### config.mk
export PLATFORM = sky130hd
export DESIGN_NAME = switch_step_controller
export DESIGN_NICKNAME = d
export VERILOG_FILES = /design/src/rtl/switch_step_controller.sv
export SDC_FILE = /design/constraint.sdc
export NUM_CORES = 1
export LEC_CHECK = 0
export ABC_AREA = 1
export CAP_MARGIN = 20
export CORE_MARGIN = 2
export CORE_UTILIZATION = 58
export CTS_BUF_LIST = sky130_fd_sc_hd__clkbuf_8
export CTS_CLUSTER_DIAMETER = 100
export CTS_CLUSTER_SIZE = 25
export DETAILED_ROUTE_END_ITERATION = 16
export PLACE_DENSITY = 0.92
export SLEW_MARGIN = 20
export SYNTH_ARGS = -nofsm -noshare
export SYNTH_HDL_FRONTEND = slang
export SYNTH_SLANG_ARGS = --single-unit
### constraint.sdc
create_clock -name clk -period 2.4 [get_ports clk]
set_clock_uncertainty 0.1 [all_clocks]
set_input_delay 0.24 -clock clk [delete_from_list [all_inputs] [get_ports clk]]
set_output_delay 0.24 -clock clk [all_outputs]
set_load 0.03 [all_outputs]
### src/rtl/switch_step_controller.sv
`default_nettype none
// ============================================================================
// Module      : switch_step_controller
// Description : Debounces four command switches and turns one clean press
//               into exactly one step request for a downstream state
//               register. The request is held until acknowledged, then the
//               block waits for a full release before accepting a new press.
//               A press with more than one switch down is reported on
//               multi_err instead of issuing a step.
//
// Ports       : clk         system clock, rising edge
//               reset       synchronous, active-high reset
//               sw[3:0]     raw switch levels, already synchronised to clk
//               step_ack    downstream accepts the pending step this cycle
//               step_valid  step request pending (held until acknowledged)
//               step_code   encoded command: sw[0]->00 .. sw[3]->11
//               multi_err   one-cycle pulse: several switches stable at accept
//               busy        high whenever the FSM is not idle
//               step_count  acknowledged steps, modulo 256
//               state_dbg   IDLE=00, DEBOUNCE=01, ISSUE=10, WAIT_RELEASE=11
//
// Revision    : 1.0  initial release
// ============================================================================
module switch_step_controller #(
    parameter int DEBOUNCE_CYCLES = 16,
    parameter int RELEASE_CYCLES  = 16
) (
    input  logic       clk,
    input  logic       reset,
    input  logic [3:0] sw,
    input  logic       step_ack,
    output logic       step_valid,
    output logic [1:0] step_code,
    output logic       multi_err,
    output logic       busy,
    output logic [7:0] step_count,
    output logic [1:0] state_dbg
);

    typedef enum logic [1:0] {
        ST_IDLE         = 2'b00,
        ST_DEBOUNCE     = 2'b01,
        ST_ISSUE        = 2'b10,
        ST_WAIT_RELEASE = 2'b11
    } state_t;

    // Terminal counter values: the counter starts at zero on the first
    // qualifying cycle, so the last qualifying cycle sees N-1.
    localparam logic [15:0] c_deb_last = 16'(DEBOUNCE_CYCLES - 1);
    localparam logic [15:0] c_rel_last = 16'(RELEASE_CYCLES - 1);

    state_t      r_state;
    state_t      w_state_next;
    logic [15:0] r_count;
    logic [15:0] w_count_next;
    logic [3:0]  r_sample;
    logic [3:0]  w_sample_next;
    logic [1:0]  r_step_code;
    logic [1:0]  w_step_code_next;
    logic        r_multi_err;
    logic        w_multi_err_next;
    logic [7:0]  r_step_count;
    logic [7:0]  w_step_count_next;
    logic        r_step_valid;
    logic        r_busy;

    logic        w_sample_onehot;
    logic [1:0]  w_sample_code;

    // A sample is one-hot when it is nonzero and clearing its lowest set
    // bit leaves nothing behind.
    assign w_sample_onehot = (r_sample != 4'b0000) &&
                             ((r_sample & (r_sample - 4'd1)) == 4'b0000);

    always_comb begin
        w_sample_code = 2'b00;
        case (r_sample)
            4'b0001: w_sample_code = 2'b00;
            4'b0010: w_sample_code = 2'b01;
            4'b0100: w_sample_code = 2'b10;
            4'b1000: w_sample_code = 2'b11;
            default: w_sample_code = 2'b00;
        endcase
    end

    // ------------------------------------------------------------------
    // Next-state logic
    // ------------------------------------------------------------------
    always_comb begin
        w_state_next      = r_state;
        w_count_next      = r_count;
        w_sample_next     = r_sample;
        w_step_code_next  = r_step_code;
        w_multi_err_next  = 1'b0;
        w_step_count_next = r_step_count;

        case (r_state)
            ST_IDLE: begin
                if (sw != 4'b0000) begin
                    w_sample_next = sw;
                    w_count_next  = 16'd0;
                    w_state_next  = ST_DEBOUNCE;
                end
            end

            ST_DEBOUNCE: begin
                if (sw != r_sample) begin
                    // Any change during the stability window abandons the
                    // press silently; a still-pressed switch re-enters
                    // from IDLE on the next edge.
                    w_state_next = ST_IDLE;
                end else if (r_count == c_deb_last) begin
                    w_count_next = 16'd0;
                    if (w_sample_onehot) begin
                        w_step_code_next = w_sample_code;
                        w_state_next     = ST_ISSUE;
                    end else begin
                        w_multi_err_next = 1'b1;
                        w_state_next     = ST_WAIT_RELEASE;
                    end
                end else begin
                    w_count_next = r_count + 16'd1;
                end
            end

            ST_ISSUE: begin
                // step_code is frozen here; sw is not looked at.
                if (step_ack) begin
                    w_step_count_next = r_step_count + 8'd1;
                    w_count_next      = 16'd0;
                    w_state_next      = ST_WAIT_RELEASE;
                end
            end

            ST_WAIT_RELEASE: begin
                // Any switch activity restarts the release window, so a
                // held or bouncing switch can never produce a second step.
                if (sw != 4'b0000) begin
                    w_count_next = 16'd0;
                end else if (r_count == c_rel_last) begin
                    w_state_next = ST_IDLE;
                end else begin
                    w_count_next = r_count + 16'd1;
                end
            end

            default: begin
                w_state_next = ST_IDLE;
            end
        endcase
    end

    // ------------------------------------------------------------------
    // State and output registers. Flag outputs are derived from the next
    // state so they line up with state_dbg while remaining flop outputs.
    // ------------------------------------------------------------------
    always_ff @(posedge clk) begin
        if (reset) begin
            r_state      <= ST_IDLE;
            r_count      <= 16'd0;
            r_sample     <= 4'b0000;
            r_step_code  <= 2'b00;
            r_multi_err  <= 1'b0;
            r_step_count <= 8'd0;
            r_step_valid <= 1'b0;
            r_busy       <= 1'b0;
        end else begin
            r_state      <= w_state_next;
            r_count      <= w_count_next;
            r_sample     <= w_sample_next;
            r_step_code  <= w_step_code_next;
            r_multi_err  <= w_multi_err_next;
            r_step_count <= w_step_count_next;
            r_step_valid <= (w_state_next == ST_ISSUE);
            r_busy       <= (w_state_next != ST_IDLE);
        end
    end

    assign step_valid = r_step_valid;
    assign step_code  = r_step_code;
    assign multi_err  = r_multi_err;
    assign busy       = r_busy;
    assign step_count = r_step_count;
    assign state_dbg  = r_state;

endmodule
`default_nettype wire

Word-level counts from Yosys, hierarchy flattened
Cells that the tools add are included.

Bits in latches: 0. Register bits: 35. Input bits: 7. Memories kept: 0. Word-level logic and storage cells: 56. Bits in read-only memories: 0. Bits in writable memories: 0. Output and inout bits: 15.

$mul: 0. Reduce and logical (&&, ||, !) cells: 11. $add $sub $neg: 3. $lt $le $gt $ge: 0. Muxes and demuxes: 17. Shifts and indexed selects: 0. Bitwise logic cells: 4. Eq/ne operators: 13. Divide/modulo/power cells: 0.

Operators with widths (number): 16-bit 2-to-1 mux (6); 16-bit case mux with 4 select lines (1); 16-bit by 1-bit adder with 16-bit output, second input constant (1); 16-bit by 4-bit equality test with 1-bit output, second input constant (1); 2-bit 2-to-1 mux (6); 8-bit by 1-bit adder with 8-bit output, second input constant (1); 2-bit case mux with 4 select lines (1); 4-bit AND reduction (2); 4-bit nonzero test (2); 2-bit equality test, second input constant (3); 2-bit inequality test, second input constant (3); 2-bit case mux with 3 select lines (1); 4-bit AND (1); 4-bit by 2-bit equality test with 1-bit output, second input constant (1); 4-bit by 3-bit equality test with 1-bit output, second input constant (1); 4-bit equality test, second input constant (1); 4-bit logical NOT (1); 4-bit inequality test (1); 2-bit AND reduction (2); 4-bit OR reduction (1); 4-bit by 1-bit subtractor with 4-bit output, second input constant (1); 3-bit inequality test, second input constant (1); 1-bit NOT (3); 2-bit by 1-bit equality test with 1-bit output, second input constant (1); other kinds (4) (5).

Longest topological paths before layout
Word-level depth: 9. Mapped depth: 12. Gate-level depth less buffers: 11.

Worst setup path before layout
OpenSTA, ideal clock, no wires.

Path kind: reg-to-reg. Start point: reg r_state[0] (netlist: state_dbg[0]). End point: reg r_count[3]. Setup time: 0.064 ns. Data arrival time: 1.552 ns. Clock period less this slack: 1.715 ns. Path slack: 0.685 ns. Data required time: 2.236 ns. Cell stages (with the launch flop): 9. Path buffers: 0. Cell sequence: dfxtp_1 inv_1 nor2_1 nand2_1 nand2_1 nor2_1 nor2_2 nand2_1 nor2_1.

Longest elaborated chain between the ends: 3. Elaborated cells between the ends (all ways): 10. Classes of those cells: 7 x eq/ne; 1 x mux; 2 x reduce/logical.

Ends and longest elaborated chain: from (decl) (RTL line 52) `state_t r_state;`; from (signal assigned) (RTL line 168) `r_state <= w_state_next;`; 2-bit equality test, or another cell as far along (RTL line 97) `case (r_state)`; 3-bit inequality test (no source line) or 2-bit inequality test (tied branches); 4-bit AND reduction (no source line); to (signal assigned) (RTL line 169) `r_count <= w_count_next;`; to (decl) (RTL line 54) `logic [15:0] r_count;`.

Several ways; a longest one is shown, not always the timed one. A chain may end at the register's enable or synchronous reset.

Worst setup path after layout
Start point: reg r_count[1]. End point: reg r_count[12].

Longest elaborated chain between the ends: 4. Elaborated cells between the ends (all ways): 9. Classes of those cells: 1 x add/sub; 2 x eq/ne; 5 x mux; 1 x reduce/logical.

Ends and longest elaborated chain (RTL line): 16-bit by 1-bit adder with 16-bit output or 16-bit by 4-bit equality test with 1-bit output (tied branches); 16-bit 2-to-1 mux (on tied branches) (140, 112); 16-bit 2-to-1 mux (on tied branches) (138, 107); 16-bit case mux with 4 select lines (97).

Several ways; a longest one is shown, not always the timed one. The select of a mux whose other input is x is not followed.

==> flow_summary.yaml <==
outcome:
  run_status: "finished clean"
setup_path:
  reg2reg_slack_ps: 370
  crit_type: "register to register"
  r2r_end: "r_count[12]"
  arrival_ps: 2110
  cp_top_family: "simple AND/OR/NAND/NOR gates"
  cp.depth: 10
  crit_path_end_kind: "register"
  path_cells: "ha_1 -> nand3_1 -> nor2_1 -> nand2_1 -> nand2_1 -> nand2_1 -> nor2_1 -> nor2_2 -> nand2_1 -> nor2_1"
  start_kind: "register"
  cp_slowest_cell: "dfxtp_1"
  critPathLaunch: "r_count[1]"
  worst-path-max-fanout: 6
  worst_path_largest_cell_delay_ps: 370
  timing.rr.start: "r_count[1]"
  cp_common_cell: "nand2_1"
  crit_buf_inv: 0
  crit_required_ps: 2490
  cp-endpoint: "r_count[12]"
  reg2reg_depth: 10
cells_and_area:
  fillers: 306
  final_area_sq_mm: 0.00232
  area_growth_pct: 16.7
  final_net_count: 362
  drive_above_1_share: 0.0453
  antenna_cells: 0
  regArea_sq_um: 701
  multi_input_area_sq_mm: 0.00106
synth:
  synth_area_leaders: "dfxtp_1 35%, nand2_1 17%, nor2_1 11%, inv_1 8.9%, a21oi_1 5.3%"
  synth_xor_area_frac: 0.00441
  synth_fa_ha_area_frac: 0.0126
  yosysTopAreaCellShare: 0.353
  synthFlopType: "dfxtp_1"
  netlist_area_sq_mm: 0.00199
  synth_async_sr_flop_share: 0
  synth-edff-count: 0
  syn_avg_cell_area_sq_um: 6.04
  ys_seq_area_frac: 0.353
  synth-seq-cells: 35
  syn_nets: 338
  synth.distinct_cells: 29
  synth_common_cells: "92 x nand2_1, 57 x nor2_1, 47 x inv_1"
  synth_top_family_by_area: "simple AND/OR/NAND/NOR gates"
  synth_most_common_cell: "nand2_1"
  synth_area_leader_cell: "dfxtp_1"
  synth_compound_area_frac: 0.122
  synthCells: 329
  synth_warnings: 0
  yosys.area_share.simple: 0.394
  synthMuxAreaShare: 0
sta:
  fmax_mhz: 493
  worst_slew_pin_slew_ps: 479
  hold_viol_final: 0
  rsz0062_at_grt: "false"
  finalSetupTns_ps: 0
  final.setup.worst_slack_ps: 371
  period_minus_slack_ps: 2030
  maxSlewHeadroom: 0.679
  setup_viol: 0
  min_period_over_period: 0.845
  drv_slew: 0
global_route:
  antenna_found_initial: 0
  grt_pass1_wl_um: 7450
  grt_use_total: 0.236
  grt_pass1_vias: 1853
  grt_overflow_total: 0
  grt_max_degree: 20
detailed_routing:
  num_vias: 2026
  firstDrtPassIters: 4
  drt_iter0_markers: 90
  routed_wl_um: 4280
  viasPerCell: 5.08
  antenna_violating_nets_post_route: 0
  drcViolationCount: 0
  wl_per_cell_um: 10.7
clocking:
  holdBufCountCts: 0
  cts_buffer_depth: 2
  cts_tree: "yes"
  cts_resized: 0
  clock-sinks: 35
  clk_pin_slew_ps: 70
  numCtsBuffers: 5
  postCtsSetupBuffers: 0
  clock_latency_ps: 290
  htree_num_levels: 2
  root_buffer: "clkbuf_8"
placed_design:
  gp_congestion: 0.908
  post_dp_cell_area_sq_mm: 0.00223
  dp_slack_ps: 239
  hpwlAfterDp_um: 3240
  portBuffers: 21
power_and_ir_drop:
  p_per_area_mw_per_mm2: 599
  vdd_drop_max_mv: 0.516
  power_uw: 1390
  power_leakage_uw: 0.000996
floorplan:
  coreArea_sq_mm: 0.00331
  die_x_um: 62.5
  io_pins: 22
  die_area_sq_mm: 0.00391
  die_y_um: 62.5
  rows: 21
  start_util: 0.600
flow_run:
  drv_cap: 0
hold_path:
  hold_path_class: "register to register"
==> report_power, final <==
part	internal (uW)	switching [uW]
sequential	611	31.5
combinational	105	214
clock	225	202
total	940	448
==> worst min path at each step <==
stage | endpoint | slack [ps] | depth (start not counted) | from
after floorplan | r_sample[0] | 290 | 2 | sw[0]
after global placement | step_count[7] | 350 | 1 | step_count[7]
after detailed placement | step_count[7] | 360 | 1 | step_count[7]
after CTS | step_code[0] | 390 | 2 | step_code[0]
after global routing | step_count[7] | 410 | 1 | step_count[7]
final | step_code[0] | 380 | 2 | step_code[0]
==> metal layers <==
layer | track usage | share of wire
met3 | 0.0577 | 0.049
met1 | 0.274 | 0.46
met2 | 0.411 | 0.48
met4 | 0.103 | 0.017
met5 | 0 | 0
==> flip-flops by register name, indices dropped and copies added (netlist names) <==
signal	flops
r_count	16
r_sample	4
step_valid	1
step_count	8
state_dbg	2
step_code	2
multi_err	1
busy	1
==> kinds of logic after synthesis <==
group,Yosys count
AO/OA/AOI/OAI,46
flip-flops,35
XOR/XNOR,1
adder cells (fa/ha/maj),2
AND/OR/NAND/NOR,188
buffers and inverters,57
==> through the flow <==
step	instances	hold slack [ps]	util
2_1_floorplan	329	289	-
3_3_place_gp	392	349	0.674
3_5_place_dp	392	357	0.674
4_1_cts	399	392	0.700
5_1_grt	399	414	0.700
6_report	399	385	0.700
==> worst min-delay path: cells and delay by family (launching register included) <==
kind / cells / cell delay, ps
AO/OA/AOI/OAI: 1 / 40
flip-flops: 1 / 330
AND/OR/NAND/NOR: 1 / 80
==> layout make-up <==
cell class              count  area share
clock inverters             1     0.00216
clock buffers               6      0.0356
well taps                  46      0.0248
multi-input cells         237       0.457
inverters                  52      0.0842
repair buffers             22      0.0939
flip-flops and latches     35       0.302
==> layout by cell type (no fill, tap or decap), types with 2 or more instances in the layout <==
| cell | netlist | layout |
|---|---|---|
| nand3_1 | 19 | 19 |
| a21oi_1 | 21 | 21 |
| inv_2 | 4 | 4 |
| nor2_1 | 57 | 57 |
| nand4_1 | 8 | 8 |
| nand2_1 | 92 | 92 |
| clkdlybuf4s50_1 | 0 | 21 |
| o21ai_1 | 6 | 6 |
| nand3_2 | 2 | 2 |
| ha_1 | 2 | 2 |
| inv_1 | 47 | 47 |
| o21ai_0 | 14 | 14 |
| nor3_1 | 5 | 5 |
| dfxtp_1 | 35 | 35 |
| clkbuf_8 | 0 | 6 |
Note: power is estimated with default switching activity, not from simulation.
